File: config.mk
export PLATFORM = sky130hd
export DESIGN_NAME = pbit_update_sched
export DESIGN_NICKNAME = d
export VERILOG_FILES = /design/src/rtl/pbit_pkg.sv /design/src/rtl/pbit_grp_mask_ram.sv /design/src/rtl/pbit_update_sched.sv
export SDC_FILE = /design/constraint.sdc
export NUM_CORES = 1
export LEC_CHECK = 0
export BUFFER_PORTS_ARGS = -buffer_cell sky130_fd_sc_hd__buf_4
export CORE_AREA = 2 2 87 89
export DETAILED_ROUTE_END_ITERATION = 6
export DIE_AREA = 0 0 89 91
export PLACE_DENSITY = 0.82
export SETUP_SLACK_MARGIN = 0.02
export SKIP_LAST_GASP = 1
export SLEW_MARGIN = 10
export SYNTH_ARGS = -nofsm -noshare
export SYNTH_HDL_FRONTEND = slang
export SYNTH_SLANG_ARGS = --single-unit
File: constraint.sdc
create_clock -name CLK -period 3.8 [get_ports CLK]
set_input_delay 1.14 -clock CLK [delete_from_list [all_inputs] [get_ports CLK]]
set_output_delay 1.14 -clock CLK [all_outputs]
set_load 0.02 [all_outputs]
File: src/rtl/pbit_pkg.sv
// Shared types and width helpers for the p-bit update scheduler.
package pbit_pkg;

    typedef enum logic [1:0] {IDLE, ON, GAP} sched_state_e;
    typedef enum logic {SEQ = 1'b0, COLOUR = 1'b1} sched_mode_e;

    // Address width for a range of v values; never narrower than one bit.
    function automatic int unsigned clog2(input int unsigned v);
        int unsigned r;
        r = 1;
        while ((64'd1 << r) < 64'(v)) r = r + 1;
        return r;
    endfunction

    function automatic int unsigned max2(input int unsigned a, input int unsigned b);
        return (a > b) ? a : b;
    endfunction

endpackage

File: src/rtl/pbit_grp_mask_ram.sv
// Colour group-mask table: sync write, async read, sync clear on RST.
module pbit_grp_mask_ram #(
    parameter int unsigned N_PBITS    = 5,
    parameter int unsigned MAX_GROUPS = 8,
    parameter int unsigned AW         = 3
) (
    input  logic               CLK,
    input  logic               RST,
    input  logic               we,
    input  logic [AW-1:0]      waddr,
    input  logic [N_PBITS-1:0] wdata,
    input  logic [AW-1:0]      raddr,
    output logic [N_PBITS-1:0] rdata
);

    logic [N_PBITS-1:0] mem [MAX_GROUPS];

    always_ff @(posedge CLK) begin
        if (RST) begin
            for (int unsigned i = 0; i < MAX_GROUPS; i++) mem[i] <= '0;
        end else if (we && ({1'b0, waddr} < (AW+1)'(MAX_GROUPS))) begin
            mem[waddr] <= wdata;
        end
    end

    assign rdata = ({1'b0, raddr} < (AW+1)'(MAX_GROUPS)) ? mem[raddr] : '0;

endmodule

File: src/rtl/pbit_update_sched.sv
// Update-strobe scheduler for a p-bit array: SEQ round-robin or COLOUR group masks,
// each slot held ON_CYCLES then followed by GAP_CYCLES of all-zero settling.
module pbit_update_sched
    import pbit_pkg::*;
#(
    parameter int unsigned N_PBITS    = 5,
    parameter int unsigned ON_CYCLES  = 2,
    parameter int unsigned GAP_CYCLES = 1,
    parameter int unsigned MAX_GROUPS = 8,
    parameter int unsigned CNT_W      = 16
) (
    input  logic                                          CLK,
    input  logic                                          RST,
    input  logic                                          EN,
    input  logic                                          MODE,
    input  logic [clog2(MAX_GROUPS+1)-1:0]                N_GROUPS,
    input  logic                                          GRP_WE,
    input  logic [clog2(MAX_GROUPS)-1:0]                  GRP_ADDR,
    input  logic [N_PBITS-1:0]                            GRP_DATA,
    output logic [N_PBITS-1:0]                            update_sequence,
    output logic [clog2(max2(N_PBITS, MAX_GROUPS))-1:0]   slot_idx,
    output logic                                          busy,
    output logic                                          sweep_done,
    output logic [CNT_W-1:0]                              sweep_count
);

    localparam int unsigned GW = clog2(MAX_GROUPS + 1);
    localparam int unsigned AW = clog2(MAX_GROUPS);
    localparam int unsigned SW = clog2(max2(N_PBITS, MAX_GROUPS));
    localparam int unsigned PW = clog2(max2(ON_CYCLES, GAP_CYCLES) + 1);

    localparam logic [PW-1:0] ON_LAST  = PW'(ON_CYCLES - 1);
    localparam logic [PW-1:0] GAP_LAST = PW'((GAP_CYCLES == 0) ? 0 : GAP_CYCLES - 1);
    localparam logic [SW-1:0] SEQ_LAST = SW'(N_PBITS - 1);

    sched_state_e       state, state_n;
    sched_mode_e        mode_q, mode_n;
    logic [PW-1:0]      phase, phase_n;
    logic [SW-1:0]      slot_n, last_q, last_n, start_last;
    logic [GW-1:0]      ngrp_eff;
    logic [N_PBITS-1:0] tbl_rdata, mask_n, update_n;
    logic               start, adv, done_n;

    pbit_grp_mask_ram #(
        .N_PBITS    (N_PBITS),
        .MAX_GROUPS (MAX_GROUPS),
        .AW         (AW)
    ) u_ram (
        .CLK   (CLK),
        .RST   (RST),
        .we    (GRP_WE),
        .waddr (GRP_ADDR),
        .wdata (GRP_DATA),
        .raddr (AW'(slot_n)),
        .rdata (tbl_rdata)
    );

    always_comb begin
        ngrp_eff = N_GROUPS;
        if (N_GROUPS == '0) ngrp_eff = GW'(1);
        else if (N_GROUPS > GW'(MAX_GROUPS)) ngrp_eff = GW'(MAX_GROUPS);
        start_last = MODE ? SW'(ngrp_eff - 1'b1) : SEQ_LAST;
    end

    always_comb begin
        state_n = state;
        phase_n = phase;
        slot_n  = slot_idx;
        mode_n  = mode_q;
        last_n  = last_q;
        start   = 1'b0;
        adv     = 1'b0;
        unique case (state)
            IDLE: start = EN;
            ON: begin
                if (phase != ON_LAST) phase_n = phase + 1'b1;
                else if (GAP_CYCLES != 0) begin
                    state_n = GAP;
                    phase_n = '0;
                end else adv = 1'b1;
            end
            GAP: begin
                if (phase != GAP_LAST) phase_n = phase + 1'b1;
                else adv = 1'b1;
            end
            default: state_n = IDLE;
        endcase
        // EN is only consulted at slot boundaries so a running slot always completes.
        if (adv) begin
            slot_n = (slot_idx == last_q) ? '0 : slot_idx + 1'b1;
            if (EN) start = 1'b1;
            else begin
                state_n = IDLE;
                phase_n = '0;
            end
        end
        if (start) begin
            state_n = ON;
            phase_n = '0;
            if (slot_n == '0) begin
                mode_n = MODE ? COLOUR : SEQ;
                last_n = start_last;
            end
        end
    end

    always_comb begin
        mask_n   = (mode_n == COLOUR) ? tbl_rdata : (N_PBITS'(1) << slot_n);
        update_n = '0;
        if (state_n == ON) update_n = start ? mask_n : update_sequence;
        done_n = (slot_n == last_n) &&
                 (((state_n == GAP) && (phase_n == GAP_LAST)) ||
                  ((GAP_CYCLES == 0) && (state_n == ON) && (phase_n == ON_LAST)));
    end

    always_ff @(posedge CLK) begin
        if (RST) begin
            state           <= IDLE;
            phase           <= '0;
            slot_idx        <= '0;
            mode_q          <= SEQ;
            last_q          <= SEQ_LAST;
            update_sequence <= '0;
            busy            <= 1'b0;
            sweep_done      <= 1'b0;
            sweep_count     <= '0;
        end else begin
            state           <= state_n;
            phase           <= phase_n;
            slot_idx        <= slot_n;
            mode_q          <= mode_n;
            last_q          <= last_n;
            update_sequence <= update_n;
            busy            <= (state_n != IDLE);
            sweep_done      <= done_n;
            sweep_count     <= sweep_count + CNT_W'(done_n);
        end
    end

endmodule

==> impl_metrics.ini, run 1 <==
[cts]
hold_buffers = 0
cts_root_buffer = clkbuf_8
numClockSinks = 74
cts_buffers = 9
cts_setup_buffers = 0
cts_tree = yes
clkLatencyLatePin_ps = 360
clkTransAtPathRegs_ps = 80
cts_buffer_depth = 2
cts_resized = 0
htreeDepth = 3

[synthesis]
synth.distinct_cells = 63
syn_avg_cell_area_um2 = 10.6
synth_nets = 388
synth_ff_type = edfxtp_1
async_flop_share_pct = 0
synth-seq-area-share_pct = 49.5
ys_warn_count = 0
ys_ff_latch = 74
synth_area_um2 = 3800
synthCells = 360
synth_edf_count = 40

[worst_setup_path]
r2r-start = slot_idx[1]
rrSetupSlack_ps = 370
cp-end-kind = flop
timing_worst_setup_path_type = in -> reg
slowest_delay_ps = 430
startpoint_type = input pin
cp_slowest_cell = or3_1
reg2regPathDepth = 11
crit_path_max_fanout = 7
arrival_ps = 3760
crit_chain = buf_4, nor2_1, o21bai_1, ha_1, xnor2_1, nand2_1, nor3b_2, o221ai_1, a211oi_1, ha_1, nand4_1, or3_1, a21oi_1
r2r_end = sweep_count[14]
required_ps = 4090
path_common_cell = ha_1

[route]
dr.pass1.iters = 4
route.detailed.drc = 0
initialDrtViolationCount = 188
wirelength_um = 8210
num_vias = 2842
postRouteAntennaNets = 0
wl_per_cell_um = 16.2
post_drt_via_cell_ratio = 5.61

[timing]
fin_skew_ps = 10.8
fin_tns_setup_ps = 0
max-slew-margin-rel_pct = 58.4
finalCriticalPeriod_ps = 3470
final-max-slew-violation-count = 0
final.period_utilization_pct = 91.2
hold_violations = 0
fin_ws_ps = 334
max_freq_mhz = 289
tightestPinTransition_ps = 620
rsz0062_at_grt = false
setup_viol = 0

[status]
status = finished clean

[worst_hold_path]
min_from = sweep_count[6]
worstHoldEndpoint = sweep_count[6]
min_path_type = reg -> reg
holdPathStages = 2

[floorplanning]
die_w_um = 89
dieArea_um2 = 8100
rows = 31
ioPinCount = 43
initial_core_util_pct = 53.2
die_height_um = 91
core_um2 = 7140

[place]
port_buffers = 42
hpwl_um = 5860
dp_slack_ps = 3.28
gp_congestion = 0.852

[global_route]
gr-usage-all-layers_pct = 22.2
grt_max_degree = 45
first_global_vias = 2879
overflow = 0
grt_pass1_wl_um = 13700
antenna_found_initial = 0

[job]
max_cap_violations = 0

[final_layout]
drive_gt1_share_pct = 22.1
areaGrowthSynthToFinish_pct = 16.6
nNetsFinal = 431
diodes = 0

[pwr]
vdd_drop_max_uv = 258
leakage_uw = 0.00169
pwr_density_cell_nw_per_um2 = 405
-- critical path, delay by kind of cell --
family | cells | cell delay [ps]
and+or+nand+nor | 5 | 1080
adders and majority gates | 2 | 470
AOI/OAI and AO/OA | 4 | 790
buffers and inverters | 1 | 110
xor gates and xnor gates | 1 | 180
-- cell usage in the layout, fill, tap and decap left out, drive strengths merged, types with 9 or more instances in the layout --
master,n
buf,44
and2,44
edfxtp,40
dfxtp,34
nor2,29
nand2,17
o21ai,16
a21oi,14
nand3,11
inv,11
xnor2,11
ha,11
or2,10
a221o,9
clkbuf,9
-- kinds of logic after synthesis --
family                     count (synthesis)  share of synthesized area (%)
AOI/OAI and AO/OA                         81                           16.6
buffers and inverters                     22                           2.83
xor gates and xnor gates                  18                           4.35
and+or+nand+nor                          149                           21.6
muxes                                      5                           1.48
adders and majority gates                 11                           3.62
DFF                                       74                           49.5
-- where the power goes --
part | internal (uW) | switching, uW | total (uW)
clock | 435 | 298 | 733
combinational | 67.4 | 93.7 | 161
sequential | 879 | 18.3 | 897
total | 1380 | 410 | 1790
-- metrics by stage --
| step | util (%) | total power [uW] | instances | instance area [um2] | hold WS (ps) |
|---|---|---|---|---|---|
| floorplan | - | 1020 | 360 | 3800 | 514 |
| global placement | 58.6 | 1070 | 491 | 4180 | 482 |
| detailed placement | 58.6 | 1070 | 491 | 4180 | 497 |
| CTS | 62.0 | 1800 | 507 | 4420 | 508 |
| global route | 62.0 | 1850 | 507 | 4430 | 533 |
| finish | 62.0 | 1790 | 507 | 4430 | 507 |
-- layer usage --
metal  global-route usage, %  vias up  wire length [um]  part of all wire (%)
met5                       0        -                 0                     0
met4                    9.33        0               176                   2.1
met1                    27.0     1340              3440                    42
met3                    5.27       18               436                   5.3
met2                    37.1       76              4160                    51
li1                        -     1408                 -                     -
-- cells in the mapped netlist (3+ instances only) --
library cell | count | area share (%)
a211o_1 | 3 | 0.69
a21boi_1 | 3 | 0.59
a21oi_1 | 14 | 1.8
a221o_1 | 9 | 2.4
a221oi_1 | 4 | 0.92
a22o_1 | 6 | 1.4
a31oi_1 | 4 | 0.66
and2_1 | 43 | 7.1
and3_1 | 3 | 0.49
clkbuf_1 | 5 | 0.49
dfxtp_1 | 34 | 18
edfxtp_1 | 40 | 32
ha_1 | 11 | 3.6
inv_1 | 10 | 0.99
mux2i_1 | 3 | 0.79
nand2_1 | 16 | 1.6
nand2b_1 | 5 | 0.82
nand3_1 | 11 | 1.4
nand4_1 | 5 | 0.82
nor2_1 | 29 | 2.9
nor2b_1 | 4 | 0.66
nor3_1 | 8 | 1.1
o21ai_0 | 10 | 1.3
o21ai_1 | 5 | 0.66
or2_2 | 10 | 1.6
or3_1 | 5 | 0.82
xnor2_1 | 10 | 2.3
xor2_1 | 7 | 1.6
-- sequential cells by signal, indices dropped and copies added (netlist names) --
name and flops:
u_ram.mem 40, sweep_count 16, update_sequence 5, last_q 3
slot_idx 3, phase 2, state 2, busy 1
mode_q 1, sweep_done 1
-- area by class of cell --
type / instances / area [um2]
clock inverters: 7 / 116
well taps: 99 / 124
multi-input cells: 264 / 1810
inverters: 10 / 37.5
repair buffers: 44 / 330
fillers: 601 / 2710
flip-flops and latches: 74 / 1880
clock buffers: 9 / 124
-- how the worst max path moves through the flow --
stage | startpoint | cells past startpoint | end
floorplan | N_GROUPS[1] | 12 | sweep_count[13]
global placement | N_GROUPS[1] | 13 | sweep_count[14]
detailed placement | N_GROUPS[1] | 13 | sweep_count[14]
CTS | state[0] | 12 | sweep_count[14]
global route | state[0] | 12 | sweep_count[14]
finish | N_GROUPS[1] | 13 | sweep_count[14]
No activity file was read; power rests on OpenSTA's default activity.
==> run 2, diff against run 1 <==
Settings changed: CORE_AREA 2 2 87 89 to 2 2 101 103, DIE_AREA 0 0 89 91 to 0 0 103 105, PLACE_DENSITY 0.82 to 0.65.
==> run 2 against run 1 <==
Net effect:
- global-route usage shrank 5.8 points
- non-clock buffer count is the same
- utilization shrank 16 points
==> impl_metrics.ini, run 2 (same netlist as run 1, synthesis figures left out) <==
[status]
status = finished clean

[timing]
rsz0062_at_grt = false
tightestPinTransition_ps = 589
final.period_utilization_pct = 91.2
max-slew-margin-rel_pct = 60.5
hold_violations = 0
final-max-slew-violation-count = 0
finalCriticalPeriod_ps = 3470
fin_tns_setup_ps = 0
fin_skew_ps = 13.5
fin_ws_ps = 335
setup_viol = 0
max_freq_mhz = 289

[global_route]
grt_pass1_wl_um = 13500
gr-usage-all-layers_pct = 16.4
antenna_found_initial = 0
first_global_vias = 2755
grt_max_degree = 45
overflow = 0

[pwr]
pwr-share-comb_pct = 9.3
total_power_uw = 1690
pwr_density_cell_nw_per_um2 = 383
p_sw_share_pct = 25.8
intPower_uw = 1260
seqPwrFrac_pct = 52.9
leakage_uw = 0.00167
net-switching-power_uw = 437
vdd_drop_max_uv = 232
pwr-share-clk_pct = 37.9

[job]
max_cap_violations = 0

[place]
placed_area_um2 = 4230
gp_congestion = 0.798
port_buffers = 42
dp_slack_ps = 7.90
hpwl_um = 5950

[final_layout]
layout.area.seq_um2 = 1880
final_cell_mix = buf_4, and2_1, edfxtp_1
final_common_cell = buf_4
largestRegisters = u_ram.mem: 40 flops, sweep_count: 16 flops, update_sequence: 5 flops
fillers = 942
design_area_um2 = 4430
nNetsFinal = 431
largest_register_ffs = 40
top_register = u_ram.mem
areaGrowthSynthToFinish_pct = 16.6
multi_input_comb_area_um2 = 1810
drive_gt1_share_pct = 21.8
fin_util_pct = 45.9
diodes = 0

[route]
wl_per_cell_um = 15.2
route.detailed.drc = 0
dr.pass1.iters = 4
postRouteAntennaNets = 0
wirelength_um = 8210
num_vias = 2776
initialDrtViolationCount = 82
post_drt_via_cell_ratio = 5.13

[floorplanning]
core_um2 = 9640
initial_core_util_pct = 39.4
die_height_um = 105
ioPinCount = 43
rows = 36
die_w_um = 103
dieArea_um2 = 10800

[worst_setup_path]
r2r_end = sweep_count[14]
cp_top_family = simple AND/OR/NAND/NOR gates
slowest_delay_ps = 410
required_ps = 4100
crit_path_max_fanout = 7
arrival_ps = 3770
cp_slowest_cell = or3_1
crit_chain = buf_4, nor2_1, o21bai_1, ha_1, xnor2_1, nand2_1, nor3b_2, o221ai_1, a211oi_1, ha_1, nand4_1, or3_1, a21oi_1
critPathBufInv = 1
startpoint_type = input pin
r2r-start = state[0]
timing_worst_setup_path_type = in -> reg
cp-end-kind = flop
path_common_cell = ha_1
rrSetupSlack_ps = 370
reg2regPathDepth = 12

[worst_hold_path]
worstHoldEndpoint = sweep_count[14]
holdPathStages = 2
min_from = sweep_count[14]
min_path_type = reg -> reg

[cts]
cts_buffer_depth = 2
clkLatencyLatePin_ps = 360
hold_buffers = 0
clkTransAtPathRegs_ps = 90
cts_root_buffer = clkbuf_8
htreeDepth = 3
cts_tree = yes
numClockSinks = 74
cts_buffers = 9
## run 2: cell type report
| cell class | count | area share [%] |
|---|---|---|
| clock buffers | 10 | 2.88 |
| clock inverters | 6 | 1.64 |
| well taps | 133 | 3.76 |
| repair buffers | 44 | 7.46 |
| flip-flops and latches | 74 | 42.5 |
| multi-input cells | 264 | 40.9 |
| inverters | 10 | 0.848 |
## run 2: layer usage
layer	part of all wire (%)	track usage (%)
met4	1.9	5.64
met1	47	21.0
met2	48	26.9
met5	0	0
met3	3.2	3.55
## run 2: repair_timing
item                       4_1_cts  5_1_grt
buffers inserted                 0        0
resized for setup                0        2
setup endpoints to repair        0        6
## run 2: tightest hold or removal path: stages, from the launching register on
cell,delay (ps)
dfxtp_1,340
o21ai_0,80
a21oi_1,60
## run 2: how the worst max path moves through the flow
stage	startpoint	endpoint	cells past startpoint
after CTS	state[0]	sweep_count[14]	12
final	N_GROUPS[1]	sweep_count[14]	13
after floorplan	N_GROUPS[1]	sweep_count[13]	12
after detailed placement	N_GROUPS[1]	sweep_count[14]	13
after global routing	N_GROUPS[1]	sweep_count[15]	14
after global placement	N_GROUPS[1]	sweep_count[14]	13
## run 2: per-stage QoR
step	hold slack (ps)	cells
floorplan	514	360
global placement	490	525
detailed placement	504	525
CTS	519	541
global route	540	541
finish	515	541
## run 2: power groups by stage
stage                     logic, uW  clock network (uW)  registers, uW
after CTS                       158                 652            896
after floorplan                99.9                   0            915
final                           157                 641            896
after global placement          155                   0            913
after detailed placement        157                   0            915
after global routing            176                 685            900
